[src/rtl/mem_dma_if.sv]
// Bundle of request/status and memory-port signals for mem_dma.
// The fill/fill_data pair exists only when MEM_DMA_FILL_EN is defined.
interface mem_dma_if #(
  parameter int AW = 8,
  parameter int DW = 8
);
  logic          start;
  logic [AW-1:0] src;
  logic [AW-1:0] dst;
  logic [AW-1:0] len;
  logic          busy;
  logic          done;
  logic [AW-1:0] mem_addr;
  logic [DW-1:0] mem_din;
  logic          mem_we;
  logic [DW-1:0] mem_dout;
`ifdef MEM_DMA_FILL_EN
  logic          fill;
  logic [DW-1:0] fill_data;
`endif

  // master = the DMA engine, slave = the requester plus memory
  modport master (
    input  start, src, dst, len, mem_dout,
`ifdef MEM_DMA_FILL_EN
    input  fill, fill_data,
`endif
    output busy, done, mem_addr, mem_din, mem_we
  );

  modport slave (
    output start, src, dst, len, mem_dout,
`ifdef MEM_DMA_FILL_EN
    output fill, fill_data,
`endif
    input  busy, done, mem_addr, mem_din, mem_we
  );
endinterface

[src/rtl/mem_dma.sv]
// mem_dma: byte-wise memory copy engine, one READ and one WRITE cycle per byte.
// Define MEM_DMA_FILL_EN to add fill mode (constant pattern, one WRITE cycle per byte).
module mem_dma #(
  parameter int AW = 8,
  parameter int DW = 8
) (
  input  logic      clk,
  input  logic      rst,
  mem_dma_if.master bus
);

  typedef enum logic [1:0] {IDLE, READ, WRITE, DONE} state_t;

  localparam logic [AW-1:0] ONE = AW'(1);

  state_t        state;
  state_t        state_nxt;
  logic [AW-1:0] src_q;
  logic [AW-1:0] dst_q;
  logic [AW-1:0] len_q;
  logic [AW-1:0] offset;
  logic [DW-1:0] hold;
  logic          fill_start;
  logic          fill_mode;
  logic          last;

`ifdef MEM_DMA_FILL_EN
  logic          fill_q;
  logic [DW-1:0] fill_data_q;
  assign fill_start = bus.fill;
  assign fill_mode  = fill_q;
`else
  assign fill_start = 1'b0;
  assign fill_mode  = 1'b0;
`endif

  assign last = ((offset + ONE) == len_q);

  always_ff @(posedge clk) begin
    if (!rst) state <= IDLE;
    else      state <= state_nxt;
  end

  always_comb begin
    state_nxt    = state;
    bus.busy     = 1'b0;
    bus.done     = 1'b0;
    bus.mem_addr = '0;
    bus.mem_din  = '0;
    bus.mem_we   = 1'b0;
    case (state)
      IDLE: begin
        if (bus.start) begin
          if (bus.len == '0)   state_nxt = DONE;
          else if (fill_start) state_nxt = WRITE;
          else                 state_nxt = READ;
        end
      end
      READ: begin
        bus.busy     = 1'b1;
        bus.mem_addr = src_q + offset;
        state_nxt    = WRITE;
      end
      WRITE: begin
        bus.busy     = 1'b1;
        bus.mem_addr = dst_q + offset;
        bus.mem_we   = 1'b1;
`ifdef MEM_DMA_FILL_EN
        bus.mem_din  = fill_q ? fill_data_q : hold;
`else
        bus.mem_din  = hold;
`endif
        if (last)           state_nxt = DONE;
        else if (fill_mode) state_nxt = WRITE;
        else                state_nxt = READ;
      end
      DONE: begin
        bus.busy  = 1'b1;
        bus.done  = 1'b1;
        state_nxt = IDLE;
      end
      default: state_nxt = IDLE;
    endcase
    // Quiet outputs while reset is held so an abort issues no further write.
    if (!rst) begin
      bus.busy     = 1'b0;
      bus.done     = 1'b0;
      bus.mem_addr = '0;
      bus.mem_din  = '0;
      bus.mem_we   = 1'b0;
    end
  end

  always_ff @(posedge clk) begin
    if (!rst) begin
      src_q       <= '0;
      dst_q       <= '0;
      len_q       <= '0;
      offset      <= '0;
      hold        <= '0;
`ifdef MEM_DMA_FILL_EN
      fill_q      <= 1'b0;
      fill_data_q <= '0;
`endif
    end else begin
      case (state)
        IDLE: begin
          if (bus.start) begin
            src_q       <= bus.src;
            dst_q       <= bus.dst;
            len_q       <= bus.len;
            offset      <= '0;
`ifdef MEM_DMA_FILL_EN
            fill_q      <= bus.fill;
            fill_data_q <= bus.fill_data;
`endif
          end
        end
        READ:    hold   <= bus.mem_dout;
        WRITE:   offset <= offset + ONE;
        default: ;
      endcase
    end
  end

endmodule

[src/flat_wrapper.sv]
// flat-port wrapper written by rule: the top's interface ports become plain ports
module mem_dma_flat 
#(
  parameter int AW = 8,
  parameter int DW = 8
)
  (clk, rst, bus_start, bus_src, bus_dst, bus_len, bus_mem_dout, bus_busy, bus_done, bus_mem_addr, bus_mem_din, bus_mem_we);
  mem_dma_if #(.AW(AW), .DW(DW)) bus_i ();
  input  logic clk;
  input  logic rst;
  input wire logic [$bits(bus_i.start)-1:0] bus_start;
  input wire logic [$bits(bus_i.src)-1:0] bus_src;
  input wire logic [$bits(bus_i.dst)-1:0] bus_dst;
  input wire logic [$bits(bus_i.len)-1:0] bus_len;
  input wire logic [$bits(bus_i.mem_dout)-1:0] bus_mem_dout;
  output wire logic [$bits(bus_i.busy)-1:0] bus_busy;
  output wire logic [$bits(bus_i.done)-1:0] bus_done;
  output wire logic [$bits(bus_i.mem_addr)-1:0] bus_mem_addr;
  output wire logic [$bits(bus_i.mem_din)-1:0] bus_mem_din;
  output wire logic [$bits(bus_i.mem_we)-1:0] bus_mem_we;
  assign bus_i.start = bus_start;
  assign bus_i.src = bus_src;
  assign bus_i.dst = bus_dst;
  assign bus_i.len = bus_len;
  assign bus_i.mem_dout = bus_mem_dout;
  assign bus_busy = bus_i.busy;
  assign bus_done = bus_i.done;
  assign bus_mem_addr = bus_i.mem_addr;
  assign bus_mem_din = bus_i.mem_din;
  assign bus_mem_we = bus_i.mem_we;
  mem_dma #(.AW(AW), .DW(DW)) u_core (.clk(clk), .rst(rst), .bus(bus_i));
endmodule
[config.mk]
export PLATFORM = sky130hd
export DESIGN_NAME = mem_dma_flat
export DESIGN_NICKNAME = d
export VERILOG_FILES = /design/src/rtl/mem_dma_if.sv /design/src/rtl/mem_dma.sv /design/src/flat_wrapper.sv
export SDC_FILE = /design/constraint.sdc
export NUM_CORES = 1
export LEC_CHECK = 0
export ABC_AREA = 1
export BUFFER_PORTS_ARGS = -buffer_cell sky130_fd_sc_hd__buf_2
export CAP_MARGIN = 0
export CORE_MARGIN = 2
export CORE_UTILIZATION = 48
export DETAILED_ROUTE_END_ITERATION = 12
export GPL_ROUTABILITY_DRIVEN = 1
export PLACE_DENSITY = 0.72
export SYNTH_ARGS = -nofsm -noshare
export SYNTH_HDL_FRONTEND = slang
export SYNTH_SLANG_ARGS = --single-unit
[constraint.sdc]
create_clock -name clk -period 2.85 [get_ports clk]
set_input_delay 0.1425 -clock clk [delete_from_list [all_inputs] [get_ports clk]]
set_output_delay 0.1425 -clock clk [all_outputs]
set_load 0.005 [all_outputs]
==> results.ini, run 1 <==
[synthesis]
synth.yosys.seq_area_share_pct = 35.8
synthCells = 362
synth-adder-area-share_pct = 7.24
synth_mux_area_share_pct = 0
synth-simple-area-share_pct = 30.7
ys_ff_latch = 42
synth_top_family_by_area = simple AND/OR/NAND/NOR gates
avgSynthCellArea_sq_um = 6.49
yosys.area_share.xor_xnor_pct = 0.373
ys_warn_count = 0
synth_fp_nets = 410
synth_cell_types = 28
synth_compound_gate_area_share_pct = 16.8
netlist_area_sq_um = 2350

[setup_path]
crit_fanout = 6
required_ps = 2710
crit_path_end_kind = output port
startpoint_type = flip-flop
crit_type = reg2out
arrival_ps = 2510

[placement]
dpl_worst_slack_ps = 279
port_buffers = 53
placed_cell_area_sq_um = 2660
dp_hpwl_um = 4140
gp_congestion = 0.849

[route]
drc = 0
wl_per_cell_um = 11.4
drt-total-wl_um = 5540
via_per_inst = 4.89
vias = 2368
first_iter_violations = 114
dr.pass1.iters = 4
ant_nets = 0

[die]
rows = 25
start_util_pct = 49.8
pin_count = 54
fp.dieArea_sq_um = 5470
die-height_um = 74.0
die_w_um = 74.0
core_area_sq_um = 4720

[grt]
grt_pass1_vias = 1971
grt_pass1_wl_um = 9140
grt_max_degree = 39
antenna_found_initial = 0
overflow = 0
track_usage_pct = 21.8

[sta]
period_share_pct = 92.9
slew_viol_final = 0
grt_setup_unrepaired = false
max_freq_ghz = 0.378
max_slew.worst_pin.slew_ps = 620
final.setup_skew_ps = 7.52
setup_viol = 0
finalHoldViolations = 0
setup_tns_ps = 0
setup_ws_ps = 202
period_needed_ps = 2650
slew_headroom_pct = 58.5

[clocking]
cts_tree = done
cts_buffers = 5
cts_sinks = 42
cts_hold_buf = 0
ctsHtreeMaxLevel = 2
clock_path_buffers = 2
clk_root_buffer_cell = clkbuf_8
clk_pin_slew_ps = 80
clk_latency_ps = 290

[power]
leakage_uw = 0.00134
p_int_uw = 1060
clkPwrFrac_pct = 40.0
ir_worst_vdd_mv = 0.377
swShare_pct = 25.5
cellPowerDensity_nw_per_um2 = 498
p_comb_share_pct = 14.0
p_seq_share_pct = 46.0
p_switching_uw = 362

[worst_hold_path]
hold_path_class = in2reg

[flow_run]
cap_violations = 0

[status]
outcome = completed

[final_layout]
nets = 464
syn2layout_area_growth_pct = 21.1
fin_area_sq_um = 2850
drive_above_1_share_pct = 19.9
n_antenna_cell = 0

## flip-flops by register name (all words and copies together) (netlist names)
name,cells
u_core.dst_q,8
u_core.hold,8
u_core.len_q,8
u_core.offset,8
u_core.src_q,8
u_core.state,2
## critical path: stages, from the launching register on
cell,delay [ps]
dfxtp_2,360
inv_1,90
ha_4,190
clkbuf_2,150
o21ai_2,170
inv_1,70
fa_1,430
nor2_1,110
o21ai_0,80
nand2_1,110
nand2_1,60
nand2_1,70
a21oi_2,50
nand2_1,50
nand2_1,40
nor2_1,70
buf_2,110
## layout by cell type (no fill, tap or decap), drive strengths merged, types with 2 or more instances in the layout
master / Yosys / final
inv: 42 / 41
clkbuf: 8 / 6
dfxtp: 42 / 42
a21oi: 33 / 33
clkinv: 2 / 3
bufinv: 0 / 2
nand4: 3 / 3
o21ai: 42 / 42
nand2: 77 / 77
ha: 12 / 12
nor2: 69 / 69
nand3: 22 / 22
buf: 3 / 57
## metal layers
layer	vias up	wire length, um	global-route usage, %
met5	-	0	0
li1	1272	-	-
met1	1032	2770	30.9
met2	60	2460	33.7
met4	0	58	6.06
met3	4	249	4.61
## power by group through the flow
stage	clock network (uW)	registers [uW]	logic, uW
2_1_floorplan	0	658	136
5_1_grt	601	657	232
4_1_cts	580	651	193
3_3_place_gp	0	664	188
6_report	568	652	198
3_5_place_dp	0	665	193
## final timing paths
path / from / to / slack, ps / cells past startpoint
worst max-delay path: u_core.state[0] / bus_mem_addr[6] / 200 / 16
worst min-delay path: bus_dst[5] / u_core.dst_q[5] / 90 / 3
worst max register to register: u_core.state[0] / u_core.offset[3] / 1030 / 7
worst min register to register: u_core.hold[6] / u_core.hold[6] / 460 / 2
## area by class of cell
type | count | area [sq um]
clock buffers | 5 | 68.8
multi-input cells | 265 | 1320
well taps | 67 | 83.8
repair buffers | 58 | 300
inverters | 44 | 169
flip-flops and latches | 42 | 842
clock inverters | 3 | 68.8
fillers | 447 | 1880
## synth_stat cells
cell	count	area (sq um)
nand2_2	3	18.8
o21ai_0	41	205
nor2_4	1	11.3
nand2_1	74	278
nand4_1	3	18.8
buf_2	1	5.00
nor2_2	3	18.8
dfxtp_1	42	841
clkinv_1	2	7.51
nor4_1	1	6.26
buf_6	1	11.3
nand3_1	21	105
a21oi_1	32	160
inv_1	39	146
o21ai_1	1	5.00
o31ai_1	1	7.51
buf_1	1	3.75
a211oi_1	1	7.51
clkbuf_1	8	30.0
xor2_1	1	8.76
nand3_2	1	10.0
fa_1	1	20.0
and2_1	1	6.26
a21oi_2	1	8.76
nor2_1	65	244
nor3_1	1	5.00
inv_2	3	11.3
ha_1	12	150
## what timing repair did
action	4_1_cts	5_1_grt
setup endpoints to repair	2	2
resized for setup	1	6
setup buffers	0	4
hold endpoints to repair	0	0
## metrics by stage
stage / util (%) / hold WS (ps) / cells / total power [uW]
2_1_floorplan: - / 309 / 362 / 794
3_3_place_gp: 56.3 / 392 / 472 / 853
3_5_place_dp: 56.3 / 403 / 472 / 858
4_1_cts: 59.2 / 90.2 / 480 / 1430
5_1_grt: 60.3 / 113 / 484 / 1490
6_report: 60.3 / 94.8 / 484 / 1420
## cell families after synthesis
| kind of cell | after synthesis |
|---|---|
| buffers and inverters | 55 |
| and+or+nand+nor | 174 |
| DFF | 42 |
| xor gates and xnor gates | 1 |
| adders and majority gates | 13 |
| AOI/OAI and AO/OA | 77 |
Note: power is estimated with default switching activity, not from simulation.
==> run 2, diff against run 1 <==
- CORE_UTILIZATION: 48 -> 54
- PLACE_DENSITY: 0.72 -> 0.8
==> run 2 against run 1 <==
Effect of this change: via count grew 1.3%; register-to-register slack gained 70 ps; final cell count shrank 3.9%; worst setup slack gained 76 ps; sequential share of layout area grew 0.42 points; clock skew shrank 0.97 ps; global-route usage grew 0.93 points; worst hold slack gained 3.6 ps; wire length shrank 2.2%; sequential power is essentially flat; clock power grew 3%; clock-buffer cell count grew 1.
==> results.ini, run 2 (synthesis results as in run 1) <==
[die]
start_util_pct = 57.5  ; +7.8 points
fp.dieArea_sq_um = 4900  ; -11%
pin_count = 54  ; unchanged
die-height_um = 70.0  ; -5.4%
rows = 23  ; -8.0%
die_w_um = 70.0  ; -5.4%
core_area_sq_um = 4090  ; -13%

[sta]
period_share_pct = 90.2  ; -2.7 points
slew_viol_final = 0  ; unchanged
finalHoldViolations = 0  ; unchanged
setup_viol = 0  ; unchanged
slew_headroom_pct = 60.8  ; +2.2 points
max_slew.worst_pin.slew_ps = 586  ; -33.3 ps
setup_tns_ps = 0  ; unchanged
grt_setup_unrepaired = false
hold_ws_ps = 98.5  ; +3.61 ps
max_freq_ghz = 0.389  ; +3.0%
final.setup_skew_ps = 6.54  ; -0.974 ps
period_needed_ps = 2570  ; -76.5 ps

[final_layout]
n_antenna_cell = 0  ; unchanged
n_fill_cell = 376  ; -16%
final_util_pct = 68.7  ; +8.4 points
fin_area_sq_um = 2810  ; -1.4%
final_cell_mix = nand2_1, nor2_1, buf_2
syn2layout_area_growth_pct = 19.4
drive_above_1_share_pct = 19.0  ; -0.87 points
nets = 462  ; -0.43%
final_common_cell = nand2_1

[clocking]
clock_path_buffers = 2  ; unchanged
ctsHtreeMaxLevel = 2  ; unchanged
cts_tree = done
clk_root_buffer_cell = clkbuf_8
clk_pin_slew_ps = 80  ; about the same
cts_hold_buf = 0  ; unchanged
clk_latency_ps = 290  ; about the same
cts_buffers = 5  ; unchanged
cts_sinks = 42  ; unchanged

[setup_path]
crit_fanout = 7  ; +1
arrival_ps = 2430  ; -80 ps
required_ps = 2710  ; about the same
cp_top_family = adder cells
max_stage_delay_ps = 360  ; -70 ps
crit_top_cell = nand2_1
crit_slowest_cell = dfxtp_2
crit_type = reg2out
startpoint_type = flip-flop
crit_buf_inv = 3  ; -1
crit_path_end_kind = output port
crit_chain = inv_1 > ha_4 > o21ai_1 > ha_1 > inv_1 > fa_2 > nor2_1 > o21ai_1 > nand2_1 > nand2_1 > nand2_1 > a21oi_1 > nand2_1 > nand2_1 > nor2_1 > buf_2

[power]
power.total_uw = 1430  ; +1.0%
cellPowerDensity_nw_per_um2 = 510  ; +2.5%
ir_worst_vdd_mv = 0.310  ; -18%
leakage_uw = 0.00134  ; -0.45%

[grt]
grt_pass1_wl_um = 9210  ; +0.75%
track_usage_pct = 22.7  ; +0.93 points
grt_max_degree = 39  ; unchanged
grt_pass1_vias = 2137  ; +8.4%
overflow = 0  ; unchanged
antenna_found_initial = 0  ; unchanged

[route]
drc = 0  ; unchanged
dr.pass1.iters = 4  ; unchanged
vias = 2398  ; +1.3%
via_per_inst = 5.16  ; +5.4%
wl_per_cell_um = 11.7  ; +1.8%
drt-total-wl_um = 5420  ; -2.2%
first_iter_violations = 143  ; +25%
ant_nets = 0  ; unchanged

[placement]
port_buffers = 53  ; unchanged
placed_cell_area_sq_um = 2640  ; -0.80%
gp_congestion = 0.857  ; +1.0%
dp_hpwl_um = 4040  ; -2.2%

[flow_run]
cap_violations = 0  ; unchanged

[status]
outcome = completed

[worst_hold_path]
hold_path_class = in2reg

-- run 2: worst paths after layout --
check | startpoint | to | slack (ps) | depth (start not counted)
max | u_core.state[0] | bus_mem_addr[6] | 280 | 16
max reg2reg | u_core.offset[0] | u_core.state[1] | 1100 | 11
min | bus_src[3] | u_core.src_q[3] | 100 | 3
min reg2reg | u_core.hold[5] | u_core.hold[5] | 460 | 2
-- run 2: layout make-up --
cell class	count	area, sq um	area share [%]
Clock inverter	2	60.1	2.14
Clock buffer	6	82.6	2.94
Inverter	44	165	5.88
Tap cell	50	62.6	2.23
Timing Repair Buffer	56	285	10.2
Sequential cell	42	842	30.0
Multi-Input combinational cell	265	1310	46.7
-- run 2: stage by stage --
step | setup WS, ps | instances
after CTS | 26.8 | 463
after global routing | 8.27 | 465
after detailed placement | 241 | 455
final | 278 | 465
after floorplan | 494 | 362
after global placement | 371 | 455
-- run 2: routing by layer --
layer / part of all wire, % / up-vias / GRT usage (%)
met2: 46 / 67 / 37.5
met1: 48 / 1057 / 30.7
li1: - / 1268 / -
met4: 0.79 / 0 / 5.13
met5: 0 / - / 0
met3: 5.3 / 6 / 4.62
-- run 2: where the power goes --
part	total [uW]	internal [uW]	switching (uW)
Combinational	196	73.5	122
Sequential	653	630	23.0
Clock	584	374	210
-- run 2: repair_timing --
action,4_1_cts,5_1_grt
resized for setup,1,6
cloned,0,0
pin swaps,0,0
hold endpoints to repair,0,0
setup endpoints to repair,1,3
setup buffers,0,2
-- run 2: worst register-to-register path: stages, from the launching register on --
cell and delay, ps:
dfxtp_1 530, ha_1 260, nand3_1 130, nor2_1 120
nand2_1 70, and2_1 170, nor2_1 80, nor2_1 50
nand2_1 80, nand2_1 60, nand2_1 70, nand2_1 40
